<file path="config.mk">
export PLATFORM = sky130hd
export DESIGN_NAME = gaussian_seq_ctrl
export DESIGN_NICKNAME = d
export VERILOG_FILES = /design/src/rtl/gaussian_pkg.sv /design/src/rtl/pos_counter.sv /design/src/rtl/gaussian_seq_ctrl.sv
export SDC_FILE = /design/constraint.sdc
export NUM_CORES = 1
export LEC_CHECK = 0
export ABC_AREA = 0
export CAP_MARGIN = 10
export CELL_PAD_IN_SITES_DETAIL_PLACEMENT = 2
export CELL_PAD_IN_SITES_GLOBAL_PLACEMENT = 2
export CORE_ASPECT_RATIO = 0.5
export CORE_UTILIZATION = 41
export CTS_BUF_LIST = sky130_fd_sc_hd__clkbuf_4 sky130_fd_sc_hd__clkbuf_8
export CTS_CLUSTER_DIAMETER = 200
export DETAILED_ROUTE_END_ITERATION = 12
export DONT_BUFFER_PORTS = 1
export GPL_ROUTABILITY_DRIVEN = 0
export PLACE_DENSITY = 0.79
export SLEW_MARGIN = 20
export SYNTH_ARGS = -nofsm -noshare
export SYNTH_HDL_FRONTEND = slang
export SYNTH_SLANG_ARGS = --single-unit
export TNS_END_PERCENT = 50
</file>
<file path="constraint.sdc">
create_clock -name clk -period 4 [get_ports clk]
set_clock_uncertainty 0.05 [all_clocks]
set_input_delay 0.8 -clock clk [delete_from_list [all_inputs] [get_ports clk]]
set_output_delay 0.8 -clock clk [all_outputs]
set_load 0.05 [all_outputs]
</file>
<file path="src/rtl/gaussian_pkg.sv">
// Shared types and default geometry for the Gaussian filter sequencer.
package gaussian_pkg;

  typedef enum logic [1:0] {
    S_IDLE  = 2'd0,
    S_PRIME = 2'd1,
    S_RUN   = 2'd2,
    S_FLUSH = 2'd3
  } state_t;

  localparam int unsigned DEF_WIDTH  = 1920;
  localparam int unsigned DEF_HEIGHT = 1080;
  localparam int unsigned DEF_LAT    = 2;

endpackage

</file>
<file path="src/rtl/pos_counter.sv">
// Column/row raster position counter with wrap at NCOL-1 / NROW-1.
// A clear and an increment in the same cycle land on position 1.
module pos_counter
  import gaussian_pkg::*;
#(
  parameter int unsigned NCOL = DEF_WIDTH,
  parameter int unsigned NROW = DEF_HEIGHT,
  localparam int unsigned CW = $clog2(NCOL),
  localparam int unsigned RW = $clog2(NROW)
) (
  input  logic          clk,
  input  logic          rst_n,
  input  logic          inc,
  input  logic          clr,
  output logic [CW-1:0] col,
  output logic [RW-1:0] row,
  output logic          col_last_c,
  output logic          row_last_c
);

  logic [CW-1:0] col_base, col_nxt;
  logic [RW-1:0] row_base, row_nxt;

  assign col_last_c = (col == CW'(NCOL - 1));
  assign row_last_c = (row == RW'(NROW - 1));

  // Next position: optional clear first, then optional raster step
  always_comb begin
    col_base = clr ? '0 : col;
    row_base = clr ? '0 : row;
    col_nxt  = col_base;
    row_nxt  = row_base;
    if (inc) begin
      if (col_base == CW'(NCOL - 1)) begin
        col_nxt = '0;
        row_nxt = (row_base == RW'(NROW - 1)) ? '0 : row_base + RW'(1);
      end else begin
        col_nxt = col_base + CW'(1);
      end
    end
  end

  // Position register
  always_ff @(posedge clk or negedge rst_n) begin
    if (!rst_n) begin
      col <= '0;
      row <= '0;
    end else begin
      col <= col_nxt;
      row <= row_nxt;
    end
  end

endmodule

</file>
<file path="src/rtl/gaussian_seq_ctrl.sv">
// Frame sequencer for the 3x3 Gaussian filter: line-buffer priming,
// end-of-frame flush, tap clock-enable, border flags and marker re-timing.
module gaussian_seq_ctrl
  import gaussian_pkg::*;
#(
  parameter int unsigned WIDTH  = DEF_WIDTH,
  parameter int unsigned HEIGHT = DEF_HEIGHT,
  parameter int unsigned LAT    = DEF_LAT,
  localparam int unsigned CW = $clog2(WIDTH),
  localparam int unsigned RW = $clog2(HEIGHT)
) (
  input  logic          clk,
  input  logic          rst_n,
  input  logic          enable,
  input  logic          in_valid,
  input  logic          in_sop,
  output logic          in_ready,
  input  logic          out_ready,
  output logic          tap_en,
  output logic          bypass,
  output logic          border_l,
  output logic          border_r,
  output logic          border_t,
  output logic          border_b,
  output logic          out_valid,
  output logic          out_sop,
  output logic          out_eop,
  output logic [CW-1:0] cen_col,
  output logic [RW-1:0] cen_row,
  output logic [1:0]    state,
  output logic          frame_err
);

  state_t        st;
  logic          acc, adv, sop_acc, cen, in_inc;
  logic [CW-1:0] in_col;
  logic [RW-1:0] in_row;
  logic          in_col_last, in_row_last, cen_col_last, cen_row_last;
  logic          prime_done, in_last, cen_first, cen_last;
  logic [LAT-1:0] vld_pipe, sop_pipe, eop_pipe;

  // Upstream is stalled during flush; everything advances only with out_ready
  assign in_ready = out_ready & (st != S_FLUSH);
  assign acc      = in_valid & in_ready;
  assign adv      = out_ready & (acc | (st == S_FLUSH));
  assign sop_acc  = acc & in_sop;
  // A restarting sop in RUN becomes pixel 0 of a new frame, not a centre
  assign cen      = adv & (((st == S_RUN) & ~in_sop) | (st == S_FLUSH));
  assign tap_en   = adv & (st != S_IDLE);
  // Pixels without sop seen in IDLE are discarded and not counted
  assign in_inc   = acc & ((st != S_IDLE) | in_sop);

  assign prime_done = (in_row == RW'(1)) & (in_col == '0);
  assign in_last    = in_col_last & in_row_last;
  assign cen_first  = (cen_col == '0) & (cen_row == '0);
  assign cen_last   = cen_col_last & cen_row_last;

  assign border_l = cen & (cen_col == '0);
  assign border_r = cen & cen_col_last;
  assign border_t = cen & (cen_row == '0);
  assign border_b = cen & cen_row_last;

  assign state     = st;
  assign out_valid = vld_pipe[LAT-1];
  assign out_sop   = sop_pipe[LAT-1];
  assign out_eop   = eop_pipe[LAT-1];

  pos_counter #(.NCOL(WIDTH), .NROW(HEIGHT)) u_in_pos (
    .clk        (clk),
    .rst_n      (rst_n),
    .inc        (in_inc),
    .clr        (sop_acc),
    .col        (in_col),
    .row        (in_row),
    .col_last_c (in_col_last),
    .row_last_c (in_row_last)
  );

  pos_counter #(.NCOL(WIDTH), .NROW(HEIGHT)) u_cen_pos (
    .clk        (clk),
    .rst_n      (rst_n),
    .inc        (cen),
    .clr        (sop_acc),
    .col        (cen_col),
    .row        (cen_row),
    .col_last_c (cen_col_last),
    .row_last_c (cen_row_last)
  );

  // Frame FSM with bypass latch and unexpected-sop pulse
  always_ff @(posedge clk or negedge rst_n) begin
    if (!rst_n) begin
      st        <= S_IDLE;
      bypass    <= 1'b0;
      frame_err <= 1'b0;
    end else begin
      frame_err <= 1'b0;
      case (st)
        S_IDLE: begin
          if (sop_acc) begin
            st     <= S_PRIME;
            bypass <= ~enable;
          end
        end
        S_PRIME: begin
          if (sop_acc) begin
            frame_err <= 1'b1;
          end else if (acc && prime_done) begin
            st <= S_RUN;
          end
        end
        S_RUN: begin
          if (sop_acc) begin
            st        <= S_PRIME;
            frame_err <= 1'b1;
          end else if (acc && in_last) begin
            st <= S_FLUSH;
          end
        end
        S_FLUSH: begin
          if (cen && cen_last) st <= S_IDLE;
        end
        default: st <= S_IDLE;
      endcase
    end
  end

  // Marker delay line matching the filter latency; frozen by out_ready
  always_ff @(posedge clk or negedge rst_n) begin
    if (!rst_n) begin
      vld_pipe <= '0;
      sop_pipe <= '0;
      eop_pipe <= '0;
    end else if (out_ready) begin
      vld_pipe[0] <= cen;
      sop_pipe[0] <= cen & cen_first;
      eop_pipe[0] <= cen & cen_last;
      for (int unsigned i = 1; i < LAT; i++) begin
        vld_pipe[i] <= vld_pipe[i-1];
        sop_pipe[i] <= sop_pipe[i-1];
        eop_pipe[i] <= eop_pipe[i-1];
      end
    end
  end

endmodule
</file>
Word level (Yosys, flattened, before mapping):

Cells that the tools add are included.

* memories kept: 0
* memory bits (writable): 0
* bits in latches: 0
* logic and storage cells: 89
* input bits: 6
* register bits after elaboration: 54
* bits in read-only memories: 0

* muxes and demuxes: 23
* div/mod/pow operators: 0
* reductions and logical operators: 11
* bitwise gates (word level): 23
* shift operators: 0
* equality and inequality tests: 18
* $mul: 0
* add/subtract/negate cells: 4
* magnitude comparators: 0

Operators with widths (number)
* $mux 11: 14
* $eq 11x11->1 const B: 8
* $add 11x1->11 const B: 4
* $logic_not 11->1: 3
* $and 1x1->1: 18
* $mux 2: 6
* $eq 11x1->1 const B: 1
* $pmux 2 s4: 1
* $ne 2x2->1 const B: 3
* $reduce_and 5->1: 1
* $eq 2x2->1 const B: 2
* $ne 2x1->1 const B: 2
* $logic_and 1x1->1: 3
* $ne 3x1->1 const B: 1
* $or 1x1->1: 3
* $eq 2x1->1 const B: 1
* $logic_not 2->1: 1
* $mux 1: 2
* $not 1->1: 2
* $reduce_and 2->1: 1
* $reduce_bool 2->1: 1
* $reduce_or 2->1: 1

Depth between registers and ports, before layout:

Gate-level depths: netlist (run 1).

* depth in word-level cells: 9
* depth in mapped cells: 12

By module:

A second synthesis (run 1) with hierarchy kept.

* cells, all modules: 353
* area total of the unflattened synthesis: 3309.4 um^2

Modules (own cells, without submodules)
* pos_counter (u_cen_pos): times used 1, area each 1338.8 um^2, cells an instance 139, seq. area each 550.5 um^2
* pos_counter (u_in_pos): times used 1, area each 1280.0 um^2, cells an instance 140, seq. area each 550.5 um^2
* gaussian_seq_ctrl: times used 1, area each 690.7 um^2, cells an instance 74, seq. area each 250.2 um^2

Worst setup path after synthesis (run 1):

OpenSTA, ideal clock, no wires.

* kind: register to register
* start point: reg st[1] (netlist: state[1])
* end point: reg u_in_pos.row[6]
* library setup time: 124 ps
* cell stages (with the launch flop): 13
* slack: 309 ps
* path buffers: 3
* data required time: 3826 ps
* arrival: 3517 ps
* cells stage by stage: dfrtp_1 ha_1 clkbuf_1 nand4b_1 clkbuf_1 clkbuf_1 and2_1 ha_1 nand2_1 nor3_1 nand4_1 and4_1 a211o_1

* word-level cells in the longest chain between the ends: 9

Ends and longest elaborated chain
* start, declared: line gaussian_seq_ctrl.sv:34 `state_t st;`
* start signal, assigned: line gaussian_seq_ctrl.sv:93 `st <= S_IDLE;`
* start signal, assigned: line gaussian_seq_ctrl.sv:101 `st <= S_PRIME;`
* start signal, assigned: line gaussian_seq_ctrl.sv:109 `st <= S_RUN;`
* $ne 2x2->1: line gaussian_seq_ctrl.sv:43 `assign in_ready = out_ready & (st != S_FLUSH);`
* $and 1x1->1: line gaussian_seq_ctrl.sv:43
* $and 1x1->1: line gaussian_seq_ctrl.sv:44 `assign acc = in_valid & in_ready;`
* $and 1x1->1: line gaussian_seq_ctrl.sv:46 `assign sop_acc = acc & in_sop;`
* $mux 11: line pos_counter.sv:30 `row_base = clr ? '0 : row;`
* $add 11x1->11 or $eq 11x11->1 (tied branches): line pos_counter.sv:36 `row_nxt = (row_base == RW'(NROW - 1)) ? '0 : row_base + RW'(1);`
* $mux 11: line pos_counter.sv:36
* $mux 11: line pos_counter.sv:34 `if (col_base == CW'(NCOL - 1)) begin`
* $mux 11 (*): line pos_counter.sv:33 `if (inc) begin`
* net u_in_pos.row_nxt[6]: line pos_counter.sv:22 `logic [RW-1:0] row_base, row_nxt;`
* end signal, assigned: line pos_counter.sv:50 `row <= row_nxt;`
* end, declared: line pos_counter.sv:16 `output logic [RW-1:0] row,`

Mark *: on every way through the listed nets, which the timed path passes. The rest lies on a longest branch.
A chain may end at the register's enable or synchronous reset.

Worst setup path in the final report (run 1):

Ends and elaborated chain as after synthesis.

==> results of run 1 <==
registers in the layout, indices dropped and copies added, names as in the netlist:
register and count:
u_in_pos.row 11, state 2, frame_err 1, sop_pipe 2, u_in_pos.col 11, bypass 1, eop_pipe 2, u_cen_pos.col 11
u_cen_pos.row 11, vld_pipe 2
worst max-delay path: cells and delay by family (launching register included):
family,cells,cell delay [ps]
DFF,1,380
AOI/OAI and AO/OA,1,260
adders and majority gates,2,590
and+or+nand+nor,6,1920
through the flow:
step / hold slack (ps) / util (%) / instances
after floorplan: 395 / - / 359
after global placement: 420 / 45.2 / 462
after detailed placement: 447 / 45.2 / 462
after CTS: 76.5 / 46.6 / 470
after global routing: 69.9 / 46.6 / 470
final: 91.1 / 46.6 / 470
final cells by class:
| type | count | area (µm²) |
|---|---|---|
| Inverter | 8 | 30.0 |
| Fill cell | 842 | 4000 |
| Timing Repair Buffer | 9 | 67.6 |
| Tap cell | 108 | 135 |
| Sequential cell | 54 | 1350 |
| Multi-Input combinational cell | 283 | 1800 |
| Clock buffer | 6 | 82.6 |
| Clock inverter | 2 | 17.5 |
cell usage after synthesis (all sizes together) (2+ instances only):
cell type  number  share of area [%]
o41ai           4                1.1
mux2i           2               0.62
or4             2               0.58
a21boi          2               0.46
nor2           33                3.9
a31o            2               0.54
or4b            2               0.62
a21oi          16                2.5
or3             4               0.77
nor4           14                3.1
xor2           10                2.7
and2           10                1.9
or2             2               0.39
o22ai           2               0.39
nand3          20                3.1
ha              9                3.5
o21ai          16                2.5
and3            5               0.96
nand2b          2               0.39
nor3           10                1.5
nand4          17                3.3
and4            5                1.3
or3b            2               0.54
o21a            2               0.46
dfrtp          54                 42
nor4b           3               0.81
nand2          46                5.3
inv             8               0.93
o211ai          2               0.46
o31ai           5                1.2
xnor2           7                1.9
mux2            7                2.4
buf             4                1.2
clkbuf         10                1.2
nand4b          4                1.1
worst paths after layout:
| check | start | end | slack (ps) | cells past startpoint |
|---|---|---|---|---|
| min reg2reg | vld_pipe[0] | vld_pipe[1] | 480 | 1 |
| max | state[1] | u_in_pos.row[6] | 690 | 9 |
| max in group asynchronous | rst_n | u_in_pos.row[2] | 3690 | 0 |
| min | rst_n | u_cen_pos.col[6] | 90 | 0 |
| max reg2reg | state[1] | u_in_pos.row[6] | 690 | 9 |
| min in group clk | vld_pipe[0] | vld_pipe[1] | 480 | 1 |
report_power, final:
group	leakage (nW)	total (mW)	switching, mW	internal, mW
clock	0.0514	0.352	0.208	0.143
sequential	0.720	0.785	0.202	0.583
combinational	0.671	0.131	0.0671	0.0637
total	1.44	1.27	0.477	0.790
cells by family after synthesis:
family | count (synthesis)
xor gates and xnor gates | 17
adders and majority gates | 9
DFF | 54
buffers and inverters | 22
and+or+nand+nor | 189
AOI/OAI and AO/OA | 59
muxes | 9
per-layer routing:
layer,vias up,track usage (%),share of wire [%]
li1,1322,-,-
met2,44,42.5,46
met3,9,5.95,3.8
met1,1458,35.6,49
met5,-,0,0
met4,0,6.03,0.91
==> reports/results.tsv, run 1 <==
metric	value	unit
synth warn	0	
clock-pin transition on the worst setup and hold timing paths	110	ps
final setup vio count	0	
top_reg_cell synth	dfrtp_1	
Antenna Violating Nets Remaining	0	
dpl cell area	3390	µm²
Power Dens Cells	363	nW/µm²
H-tree Lvls	2	
vias post-DR	2833	
Core Area	7490	µm²
status	finished clean	
die area	8290	µm²
post-synthesis xor/xnor area fraction	4.59	%
Post-DP HPWL	7320	µm
initial core utilization	43.3	%
post-synthesis mux area share	3.05	%
Post-CTS Hold Fix Bufs	0	
hold crit path type	primary input to async pin	
layout cell share with drive strength beyond 1	9.94	%
Synth Area in Simple Gates	31.9	%
commonest non-fill, non-tap cell in the layout	dfrtp_1	
Avg Inst Size Synth	9.04	µm²
Starting DRT DRC Count	89	
Clock Path Buffers	2	
Vias per Instance	6.03	
Yosys cell types	59	
post-synthesis sequential area ratio	41.7	%
number of global-route vias before repair	3091	
Post-Place Setup Slack	708	ps
fmax	303	MHz
main combinational cell family by area after synthesis	simple AND/OR/NAND/NOR gates	
relative slew slack	37.7	%
first-pass GRT wire length	16700	µm
CP Capture Type	flop	
wire length per cell	21.2	µm
P&R area growth vs syn	7.48	%
slowest stage delay, CP	410	ps
Root Driver	clkbuf_8	
port bufs	0	
final setup TNS	0	ps
Die Wd	128	µm
fin. max-slew vios	0	
Worst Path Required	4170	ps
post-synthesis net count	374	
die height	64.9	µm
Least-Margin Pin Slew	933	ps
final net count	376	
Mapped Cells	359	
I/O pin total	41	
CTS tree	built	
CP Launch Type	flop	
largest net degree at the start of global routing	55	
Post-synth EDFFs	0	
asr flop ratio synth	100	%
min cycle time layout	3310	ps
leak pwr	1.44	nW
Site Rows	22	
Mapped Area	3240	µm²
clk_lat worst skew	330	ps
crit path cell chain	ha_1, nand4b_1, and2_1, ha_1, nand2_1, nor3_1, nand4_1, and4_1, a211o_1	
highest-delay cell along the critical path	nand4b_1	
Adder-Cell Fraction of Synth Area	3.47	%
post_cts resized	0	
GRT Total Usage	26.2	%
Power Total	1.27	mW
RSZ-0062 raised after global routing	no	
MaxCap Viol Count	0	
peak supply drop	161	µV
worst setup margin	695	ps
Ant. Diodes	0	
critical path peak fanout	12	
antenna violations before repair	0	
DRC	0	
Design Area, Final	3490	µm²
Critical Path Most Common Cell	ha_1	
WS Path Type	flop to flop	
TritonRoute pass-1 iters	4	
CTS Buf Count	5	
post-route clock period utilization	82.6	%
post-synthesis register bit count	54	
Setup Buffers After CTS	0	
Synth Area in Compound Gates	12.1	%
Overflow after GRT	0	
Final Hold Violating Endpoints	0	
Worst EP arrival	3480	ps
Post-Route WL	9970	µm
most frequent cells in the layout	dfrtp_1, nand2_1, nor2_1, nand3_1, nand4_1	
clk sinks	54	
Note: power is estimated with default switching activity, not from simulation.
==> run 2: changes to the inputs <==
Clock period 4 ns to 3.35 ns, I/O delays scaled along.
==> run 2 against run 1 <==
Net effect:
- hold slack gained 40 ps
- flip-flop and latch count is the same
- critical endpoint is now border_r
- routed wire length grew 6.7%
- highest routed layer unchanged
- sequential share of layout area shrank 2.1 points
- die area is the same
- total power grew 28%
- critical path depth shrank 2
- cell count grew 4.7%
==> reports/results.tsv, run 2 (same netlist as run 1, synthesis figures left out) <==
metric	value	unit
Overflow after GRT	0	
peak supply drop	239	µV
clk sinks	54	
Post-Place Setup Slack	355	ps
placed instance count	483	
final setup TNS	0	ps
Clock Power Share	29.1	%
clk_lat worst skew	340	ps
Setup Buffers After CTS	0	
Starting DRT DRC Count	183	
wire length per cell	21.6	µm
GRT Total Usage	27.9	%
Final Hold Violating Endpoints	0	
worst setup margin	194	ps
Design Area, Final	3690	µm²
Post-DP HPWL	7770	µm
final setup vio count	0	
first-pass GRT wire length	17500	µm
Vias per Instance	6.12	
clock-pin transition on the worst setup and hold timing paths	110	ps
CTS Buf Count	5	
Internal	1.02	mW
die height	64.9	µm
fmax	317	MHz
worst r2r src	state[0]	
Worst Path Required	2630	ps
hold crit path type	primary input to async pin	
hold_ws	131	ps
I/O pin total	41	
layout cell share with drive strength beyond 1	15.9	%
die area	8290	µm²
relative slew slack	44.9	%
DRC	0	
H-tree Lvls	2	
Reg2Reg Depth	8	
CP Launch Type	flop	
Power Dens Cells	438	nW/µm²
post-route clock period utilization	94.2	%
status	finished clean	
antenna violations before repair	0	
MaxCap Viol Count	0	
CP Capture Type	primary output	
leak pwr	1.57	nW
most frequent cells in the layout	dfrtp_1, nand2_1, nor2_1, buf_4, nand3_1	
Worst EP arrival	2440	ps
port bufs	0	
Ant. Diodes	0	
switching share of power	36.6	%
dpl cell area	3550	µm²
critical path peak fanout	6	
final net count	398	
final cell count without fillers	492	
worst flop-to-flop path endpoint	state[1]	
logic gate share of total power	18.2	%
Site Rows	22	
part of the power in registers	52.7	%
fin. max-slew vios	0	
RSZ-0062 raised after global routing	no	
Die Wd	128	µm
initial core utilization	43.3	%
vias post-DR	3009	
number of global-route vias before repair	3198	
Clock Path Buffers	2	
commonest non-fill, non-tap cell in the layout	dfrtp_1	
Post-Route WL	10600	µm
P&R area growth vs syn	13.8	%
Fill cells	813	
R2R setup slack	320	ps
Power Total	1.62	mW
Core Area	7490	µm²
Final Util	49.3	%
min cycle time layout	3160	ps
TritonRoute pass-1 iters	4	
P_sw	0.592	mW
CTS tree	built	
Antenna Violating Nets Remaining	0	
Root Driver	clkbuf_8	
Least-Margin Pin Slew	816	ps
WS Path Type	flop to primary output	
largest net degree at the start of global routing	55	
[run 2: routing by layer]
layer  vias up  share of wire [%]  track usage, %
li1       1371                  -               -
met1      1540                 46            35.7
met2        78                 48            47.3
met3        20                4.7            6.11
met4         0                1.6            8.97
met5         -                  0               0
[run 2: final cells by class]
cell class | count | area (µm²) | share of cell area [%]
Clock buffer | 5 | 68.8 | 1.86
Clock inverter | 3 | 43.8 | 1.19
Inverter | 8 | 30.0 | 0.814
Multi-Input combinational cell | 283 | 1810 | 48.9
Sequential cell | 54 | 1350 | 36.7
Tap cell | 108 | 135 | 3.66
Timing Repair Buffer | 31 | 253 | 6.85
[run 2: worst max path at each step]
stage	startpoint	to	cells after the start
finish	state[0]	border_r	7
floorplan	state[1]	u_in_pos.row[6]	12
detailed placement	out_ready	u_in_pos.row[6]	9
global route	state[0]	border_r	7
CTS	state[0]	border_r	7
global placement	out_ready	u_in_pos.row[6]	9
[run 2: timing repair]
item                                    CTS  global route
hold buffers                              1             0
hold endpoints to repair                 54             0
endpoints found under the setup margin    0             1
gates resized for setup                   0             1
[run 2: power groups by stage]
| stage | Combinational [mW] | Sequential, mW | Clock [mW] |
|---|---|---|---|
| 4_1_cts | 0.296 | 0.852 | 0.491 |
| 3_3_place_gp | 0.255 | 0.862 | 0 |
| 5_1_grt | 0.320 | 0.859 | 0.510 |
| 3_5_place_dp | 0.277 | 0.865 | 0 |
| 2_1_floorplan | 0.131 | 0.917 | 0 |
| 6_report | 0.294 | 0.852 | 0.470 |
[run 2: worst max-delay path: stages (launching register included)]
cell	delay [ps]
dfrtp_2	370
buf_4	210
inv_1	140
ha_1	270
and3b_1	250
o211ai_1	560
nor2_1	90
buf_4	210
==> run 3: changes to the inputs <==
Settings changed: CAP_MARGIN 10 to not set, CTS_CLUSTER_DIAMETER 200 to not set.
==> results of run 3 <==
The final DEF is identical to that of run 2; final timing and power are the same.
